File: src/rtl/multicycle_control_fsm.sv
// Multicycle RISC-V control unit: sequences fetch/decode/execute/memory/writeback
// and drives ALU control, datapath selects and write enables.
module multicycle_control_fsm #(
  parameter bit ILLEGAL_TRAP = 1'b0
) (
  input  logic       clk,
  input  logic       rst,
  input  logic [6:0] op,
  input  logic [2:0] funct3,
  input  logic       funct7b5,
  input  logic       FlagZ,
  output logic       PCWrite,
  output logic       AdrSrc,
  output logic       MemWrite,
  output logic       IRWrite,
  output logic       RegWrite,
  output logic [1:0] ResultSrc,
  output logic [1:0] ULASrcA,
  output logic [1:0] ULASrcB,
  output logic [2:0] ULAcontrol,
  output logic       IllegalOp,
  output logic [3:0] state
);

  localparam logic [6:0] OP_LW   = 7'b0000011;
  localparam logic [6:0] OP_SW   = 7'b0100011;
  localparam logic [6:0] OP_R    = 7'b0110011;
  localparam logic [6:0] OP_I    = 7'b0010011;
  localparam logic [6:0] OP_BEQ  = 7'b1100011;
  localparam logic [6:0] OP_JAL  = 7'b1101111;

  typedef enum logic [3:0] {
    S_FETCH    = 4'd0,
    S_DECODE   = 4'd1,
    S_MEMADR   = 4'd2,
    S_MEMREAD  = 4'd3,
    S_MEMWB    = 4'd4,
    S_MEMWRITE = 4'd5,
    S_EXECUTER = 4'd6,
    S_ALUWB    = 4'd7,
    S_EXECUTEI = 4'd8,
    S_JAL      = 4'd9,
    S_BEQ      = 4'd10,
    S_HALT     = 4'd11
  } state_t;

  state_t     state_q;
  logic [1:0] alu_op;
  logic       op_known;

  assign op_known = (op == OP_LW) || (op == OP_SW) || (op == OP_R) ||
                    (op == OP_I) || (op == OP_BEQ) || (op == OP_JAL);
  assign state    = state_q;

  // State register with next-state selection; reset returns to FETCH
  always_ff @(posedge clk) begin
    if (rst) begin
      state_q <= S_FETCH;
    end else begin
      case (state_q)
        S_FETCH:    state_q <= S_DECODE;
        S_DECODE: begin
          case (op)
            OP_LW, OP_SW: state_q <= S_MEMADR;
            OP_R:         state_q <= S_EXECUTER;
            OP_I:         state_q <= S_EXECUTEI;
            OP_BEQ:       state_q <= S_BEQ;
            OP_JAL:       state_q <= S_JAL;
            default:      state_q <= ILLEGAL_TRAP ? S_HALT : S_FETCH;
          endcase
        end
        S_MEMADR:   state_q <= (op == OP_LW) ? S_MEMREAD : S_MEMWRITE;
        S_MEMREAD:  state_q <= S_MEMWB;
        S_MEMWB:    state_q <= S_FETCH;
        S_MEMWRITE: state_q <= S_FETCH;
        S_EXECUTER: state_q <= S_ALUWB;
        S_EXECUTEI: state_q <= S_ALUWB;
        S_ALUWB:    state_q <= S_FETCH;
        S_JAL:      state_q <= S_ALUWB;
        S_BEQ:      state_q <= S_FETCH;
        S_HALT:     state_q <= S_HALT;
        default:    state_q <= S_FETCH;
      endcase
    end
  end

  // Moore decode of selects/enables; BEQ takes PCWrite from FlagZ, reset masks enables
  always_comb begin
    PCWrite   = 1'b0;
    AdrSrc    = 1'b0;
    MemWrite  = 1'b0;
    IRWrite   = 1'b0;
    RegWrite  = 1'b0;
    ResultSrc = 2'b00;
    ULASrcA   = 2'b00;
    ULASrcB   = 2'b00;
    alu_op    = 2'b00;
    IllegalOp = 1'b0;
    if (rst) begin
      ResultSrc = 2'b10;
      ULASrcB   = 2'b10;
    end else begin
      case (state_q)
        S_FETCH: begin
          IRWrite   = 1'b1;
          PCWrite   = 1'b1;
          ULASrcB   = 2'b10;
          ResultSrc = 2'b10;
        end
        S_DECODE: begin
          ULASrcA   = 2'b01;
          ULASrcB   = 2'b01;
          IllegalOp = ~op_known;
        end
        S_MEMADR: begin
          ULASrcA = 2'b10;
          ULASrcB = 2'b01;
        end
        S_MEMREAD: begin
          AdrSrc = 1'b1;
        end
        S_MEMWB: begin
          ResultSrc = 2'b01;
          RegWrite  = 1'b1;
        end
        S_MEMWRITE: begin
          AdrSrc   = 1'b1;
          MemWrite = 1'b1;
        end
        S_EXECUTER: begin
          ULASrcA = 2'b10;
          alu_op  = 2'b10;
        end
        S_EXECUTEI: begin
          ULASrcA = 2'b10;
          ULASrcB = 2'b01;
          alu_op  = 2'b10;
        end
        S_ALUWB: begin
          RegWrite = 1'b1;
        end
        S_JAL: begin
          ULASrcA = 2'b01;
          ULASrcB = 2'b10;
          PCWrite = 1'b1;
        end
        S_BEQ: begin
          ULASrcA = 2'b10;
          alu_op  = 2'b01;
          PCWrite = FlagZ;
        end
        S_HALT: begin
          ResultSrc = 2'b10;
          ULASrcB   = 2'b10;
        end
        default: begin
        end
      endcase
    end
  end

  // ALU operation decode; subtract only for R-type with funct7[5] set
  always_comb begin
    ULAcontrol = 3'b000;
    case (alu_op)
      2'b01: ULAcontrol = 3'b001;
      2'b10: begin
        case (funct3)
          3'b000:  ULAcontrol = (funct7b5 & op[5]) ? 3'b001 : 3'b000;
          3'b010:  ULAcontrol = 3'b101;
          3'b110:  ULAcontrol = 3'b011;
          3'b111:  ULAcontrol = 3'b010;
          default: ULAcontrol = 3'b000;
        endcase
      end
      default: ULAcontrol = 3'b000;
    endcase
  end

endmodule

File: config.mk
export PLATFORM = sky130hd
export DESIGN_NAME = multicycle_control_fsm
export DESIGN_NICKNAME = d
export VERILOG_FILES = /design/src/rtl/multicycle_control_fsm.sv
export SDC_FILE = /design/constraint.sdc
export NUM_CORES = 1
export LEC_CHECK = 0
export ABC_CLOCK_PERIOD_IN_PS = 2200
export CAP_MARGIN = 25
export CORE_MARGIN = 1
export CORE_UTILIZATION = 39
export DETAILED_ROUTE_END_ITERATION = 12
export PLACE_DENSITY_LB_ADDON = 0.3
export SKIP_CTS_REPAIR_TIMING = 1
export SYNTH_ARGS = -nofsm -noshare
export SYNTH_HDL_FRONTEND = slang
export SYNTH_SLANG_ARGS = --single-unit
File: constraint.sdc
create_clock -name clk -period 2.2 [get_ports clk]
set_clock_uncertainty 0.15 [all_clocks]
set_input_delay 0.44 -clock clk [delete_from_list [all_inputs] [get_ports clk]]
set_output_delay 0.44 -clock clk [all_outputs]
set_load 0.03 [all_outputs]
# Yosys cells after proc, flatten, opt, wreduce, memory -nomap -nowiden

Cells that the tools add are included.

Output and inout bits: 19
Input bits: 14
Memories kept: 0
Bits in latches: 0
Logic and storage cells: 69
Memory bits (read-only): 0
Register bits: 4
Memory bits (writable): 0

Reduce and logical (&&, ||, !) cells: 18
Bitwise logic cells: 2
Muxes and demuxes: 26
Multiply operators: 0
$add $sub $neg: 0
$lt $le $gt $ge: 0
Eq/ne operators: 22
Shifts and indexed selects: 0
Divide/modulo/power cells: 0

Operators with widths:

| kind                                                 | number |
|---|---|
| case mux 4 bit (6 select lines)                      | 1 |
| case mux 4 bit (5 select lines)                      | 1 |
| equality test 4 x 3 -> 1 bit (second input constant) | 4 |
| equality test 4 bit (second input constant)          | 4 |
| case mux 2 bit (2 select lines)                      | 4 |
| equality test 7 x 6 -> 1 bit (second input constant) | 2 |
| equality test 7 bit (second input constant)          | 2 |
| OR reduction 2 bit                                   | 7 |
| 2-to-1 mux 1 bit                                     | 12 |
| case mux 3 bit (4 select lines)                      | 1 |
| OR reduction 3 bit                                   | 3 |
| equality test 4 x 2 -> 1 bit (second input constant) | 2 |
| 2-to-1 mux 2 bit                                     | 4 |
| equality test 7 x 2 -> 1 bit (second input constant) | 1 |
| equality test 7 x 5 -> 1 bit (second input constant) | 1 |
| equality test 3 bit (second input constant)          | 2 |
| case mux 3 bit (2 select lines)                      | 1 |
| logical OR 1 bit                                     | 5 |
| equality test 4 x 1 -> 1 bit (second input constant) | 1 |
| logical NOT 4 bit                                    | 1 |
| OR reduction 4 bit                                   | 1 |
| equality test 3 x 2 -> 1 bit (second input constant) | 1 |
| logical NOT 3 bit                                    | 1 |
| 2-to-1 mux 3 bit                                     | 1 |
| 5 further kinds                                      | 5 |

# Logic depth before layout (Yosys ltp)

Word-level depth: 9
Depth in mapped cells: 8
Depth with buffers taken out: 7

# Worst setup path before layout

Ideal clock, no wire load.

Kind: reg2out
Start point: register state_q[1], in the netlist state[1]
End point: output ULASrcA[1]
Data arrival time: 2.474 ns
Required time: 1.610 ns
Cell stages (with the launch flop): 4
Buffers on the path: 1
Path slack: -0.864 ns
Cell sequence: dfxtp_1 > buf_4 > nor2_1 > a2111oi_0

Longest elaborated chain between the ends: 4
Elaborated cells on any way between the ends: 10
Those cells by class: eq/ne: 6; mux: 2; reduce/logical: 2

RTL lines:

| what                                                                      | line | text |
|---|---|---|
| from (decl)                                                               | 47   | `state_t state_q;` |
| from (signal assigned)                                                    | 69   | `default: state_q <= ILLEGAL_TRAP ? S_HALT : S_FETCH;` |
| from (signal assigned)                                                    | 72   | `S_MEMADR: state_q <= (op == OP_LW) ? S_MEMREAD : S_MEMWRITE;` |
| equality test 4 bit (tied with other cells)                               | 103  | `case (state_q)` |
| OR reduction 4 bit (no line) / OR reduction 2 bit (equally long branches) | n/a  |  |
| case mux 2 bit (2 select lines) *                                         | 103  |  |
| 2-to-1 mux 2 bit *                                                        | 99   | `if (rst) begin` |
| to (decl)                                                                 | 18   | `output logic [1:0] ULASrcA,` |

Mark *: on every way between the ends. The rest lies on a longest branch, timed or not.

# Worst setup path after layout

Start point: register state_q[1], in the netlist state[1]
End point: output ULAcontrol[2]

Longest elaborated chain between the ends: 6
Elaborated cells on any way between the ends: 9
Those cells by class: eq/ne: 5; mux: 3; reduce/logical: 1

RTL lines:

| what                                                                       | line | text |
|---|---|---|
| equality test 4 bit / equality test 4 x 3 -> 1 bit (equally long branches) | 103  |  |
| OR reduction 2 bit (no line)                                               | n/a  |  |
| case mux 2 bit (2 select lines) *                                          | 103  |  |
| 2-to-1 mux 2 bit *                                                         | 99   |  |
| equality test 2 bit / equality test 2 x 1 -> 1 bit (equally long branches) | 165  | `case (alu_op)` |
| case mux 3 bit (2 select lines) *                                          | 165  |  |
| to (decl)                                                                  | 20   | `output logic [2:0] ULAcontrol,` |

Marks and branches as above.

==> results.md <==
* Vias in the first global route at 930
* Asr flop ratio synth at 0
* Antenna cells at 0
* Top Ports at 33
* Min-delay worst type: input pin to register
* Critical path type: register to output port
* CORE AREA at about 0.0015 mm²
* Worst setup margin at -0.267 ns
* Via count at 1122
* Pwr Total at 372 µW
* Routed met2 length at 1.68 mm
* Max H-tree Level at 1
* Longest Clk Path Bufs at 2
* Max-slew violation count at 0
* Top sig layer: met4
* Routed wl met3 at 316 µm
* Peak supply drop at 274 µV
* Synthesized Nets at 111
* Worst skew pair latency at 0.25 ns
* Clk sinks at 4
* Final setup vio count at 7
* Least-Margin Pin Slew at 0.444 ns
* CP startpoint kind: register
* Die width at 42.8 µm
* CTS tree: done
* CP Max Fanout at 4
* Wire per inst at 19.0 µm
* Initial Util at 0.426
* Fin util at 0.941
* Port buffer count at 32
* Largest area contributor in the netlist: dfxtp_1
* Leak Pwr at 0.655 nW
* Status: finished, violations left
* Die area at 0.00183 mm²
* Global route overflow at 0
* Syn Inst Count at 95
* Setup crit end kind: output port
* Post-synth EDFFs at 0
* Detail Route Antenna Nets at 0
* Slew headroom at 0.701
* GRT Resource Usage Total at 0.269
* RSZ-0062 raised after global routing: true
* Post-route minimum period at 2.47 ns
* Clock buffer count from CTS at 3
* Die height at 42.8 µm
* Area Growth Syn to Fin at 121%
* GP Congestion at 0.854
* Syn Std Cell Area at 649 µm²
* Final #Nets at 179
* Max FFs per register at 4
* HPWL Detailed at 1.79 mm
* Cell variety after synth at 39
* Post-Syn Area per Cell at 6.84 µm²
* Root Driver: clkbuf_4
* Hold slack at 0.559 ns
* Largest net degree at the start of global routing at 16
* Power Dens Cells at around 260 mW/mm²
* Max Cap Violations at 0
* Final std cells w/o fill at about 180
* Layout cells sized above 1 at 0.500
* Top cells by count, synth: nor2_1 (13), o21ai_0 (8), nand2_1 (6)
* Max Clk Rate at 405 MHz
* Number of synthesized register bits at 4
* Synth top area share at 0.123
* Yosys Warn Count at 0
* Worst reg-to-reg setup slack at roughly 0.48 ns
* DRC viols at 0
* Vias per inst at ~6.3
* Top-count cell post-synth: nor2_1
* Row count at 14
* Pre-antenna DRT Iters at 4
* Fin crit share at 1.12
* DRT Wirelength at 3.39 mm
* Initial antenna violation count at 0
* First-pass GRT wire length at between 3 and 4 mm
* Worst-path clk slew at approximately 0.050 ns
* Crit path DAT at 1.88 ns
* M1 WL at around 1.2 mm
* Post-route setup TNS at -0.898 ns
* Top cells by area, synth: dfxtp_1 (12%), nor2_1 (7.5%), o21ai_0 (6.2%)
* Placed Instances at 170
* Dominant synthesized flop cell: dfxtp_1
* Initial DRC Count at 76
* Failing checks: negative setup slack
* Sequential share of the synthesized area at 0.123
* Worst Path Required at between 1.5 and 2 ns
* Final Hold Vio Count at 0
-- report_power, final --
group	internal (mW)	total, mW	switching, mW
Sequential	0.0719	0.0759	0.00403
Clock	0.0688	0.111	0.0419
Combinational	0.0912	0.185	0.0942
Total	0.232	0.372	0.140
-- final timing paths --
check	start	end	cells past startpoint
setup / recovery	state[1]	ULAcontrol[2]	8
hold / removal	op[2]	state[0]	4
setup reg to reg	state[3]	state[2]	6
hold reg to reg	state[2]	state[3]	2
-- worst max-delay path: stages (launching register included) --
cell	delay (ns)
dfxtp_4	0.35
nand2b_4	0.15
nor2_4	0.09
a21oi_2	0.05
nor3_2	0.21
ha_4	0.26
buf_6	0.12
nor4_4	0.20
buf_4	0.20
-- area by class of cell --
| cell class | instances | area, µm² |
|---|---|---|
| Multi-Input combinational cell | 80 | 656 |
| Inverter | 4 | 15.0 |
| Timing Repair Buffer | 70 | 624 |
| Tap cell | 16 | 20.0 |
| Sequential cell | 4 | 92.6 |
| Fill cell | 51 | 90.1 |
| Clock buffer | 4 | 26.3 |
-- per-layer routing --
metal	up-vias	track usage
met5	-	0
met4	0	0.0750
met3	18	0.0383
met2	94	0.500
met1	516	0.314
li1	494	-
-- logic make-up (layout without fill, tap and decap cells) --
logic type | count (synthesis) | after routing | share of synthesized area
and+or+nand+nor | 47 | 47 | 0.432
AOI/OAI and AO/OA | 29 | 29 | 0.299
buffers and inverters | 11 | 78 | 0.0809
DFF | 4 | 4 | 0.123
adders and majority gates | 2 | 2 | 0.0385
xor gates and xnor gates | 2 | 2 | 0.0270
-- placed cells by master, fill, tap and decap left out, drive strengths merged, types with 2 or more instances in the layout --
cell	count
a31oi	5
nand4b	2
or3	2
nand2b	3
ha	2
dlymetal6s2s	5
inv	4
nor2b	3
o21ai	8
clkbuf	5
nor4	2
dfxtp	4
clkdlybuf4s50	12
nor3	5
a2111oi	2
o21bai	2
and3	2
nor4b	2
nor2	13
a21oi	5
nand2	6
buf	52
-- stage by stage --
step,setup WS [ns],cell area (µm²)
CTS,-0.732,1280
detailed placement,-0.723,1260
global placement,-0.643,1260
floorplan,-0.000492,738
finish,-0.267,1430
global route,-0.303,1430
(Power assumes the default switching activity.)
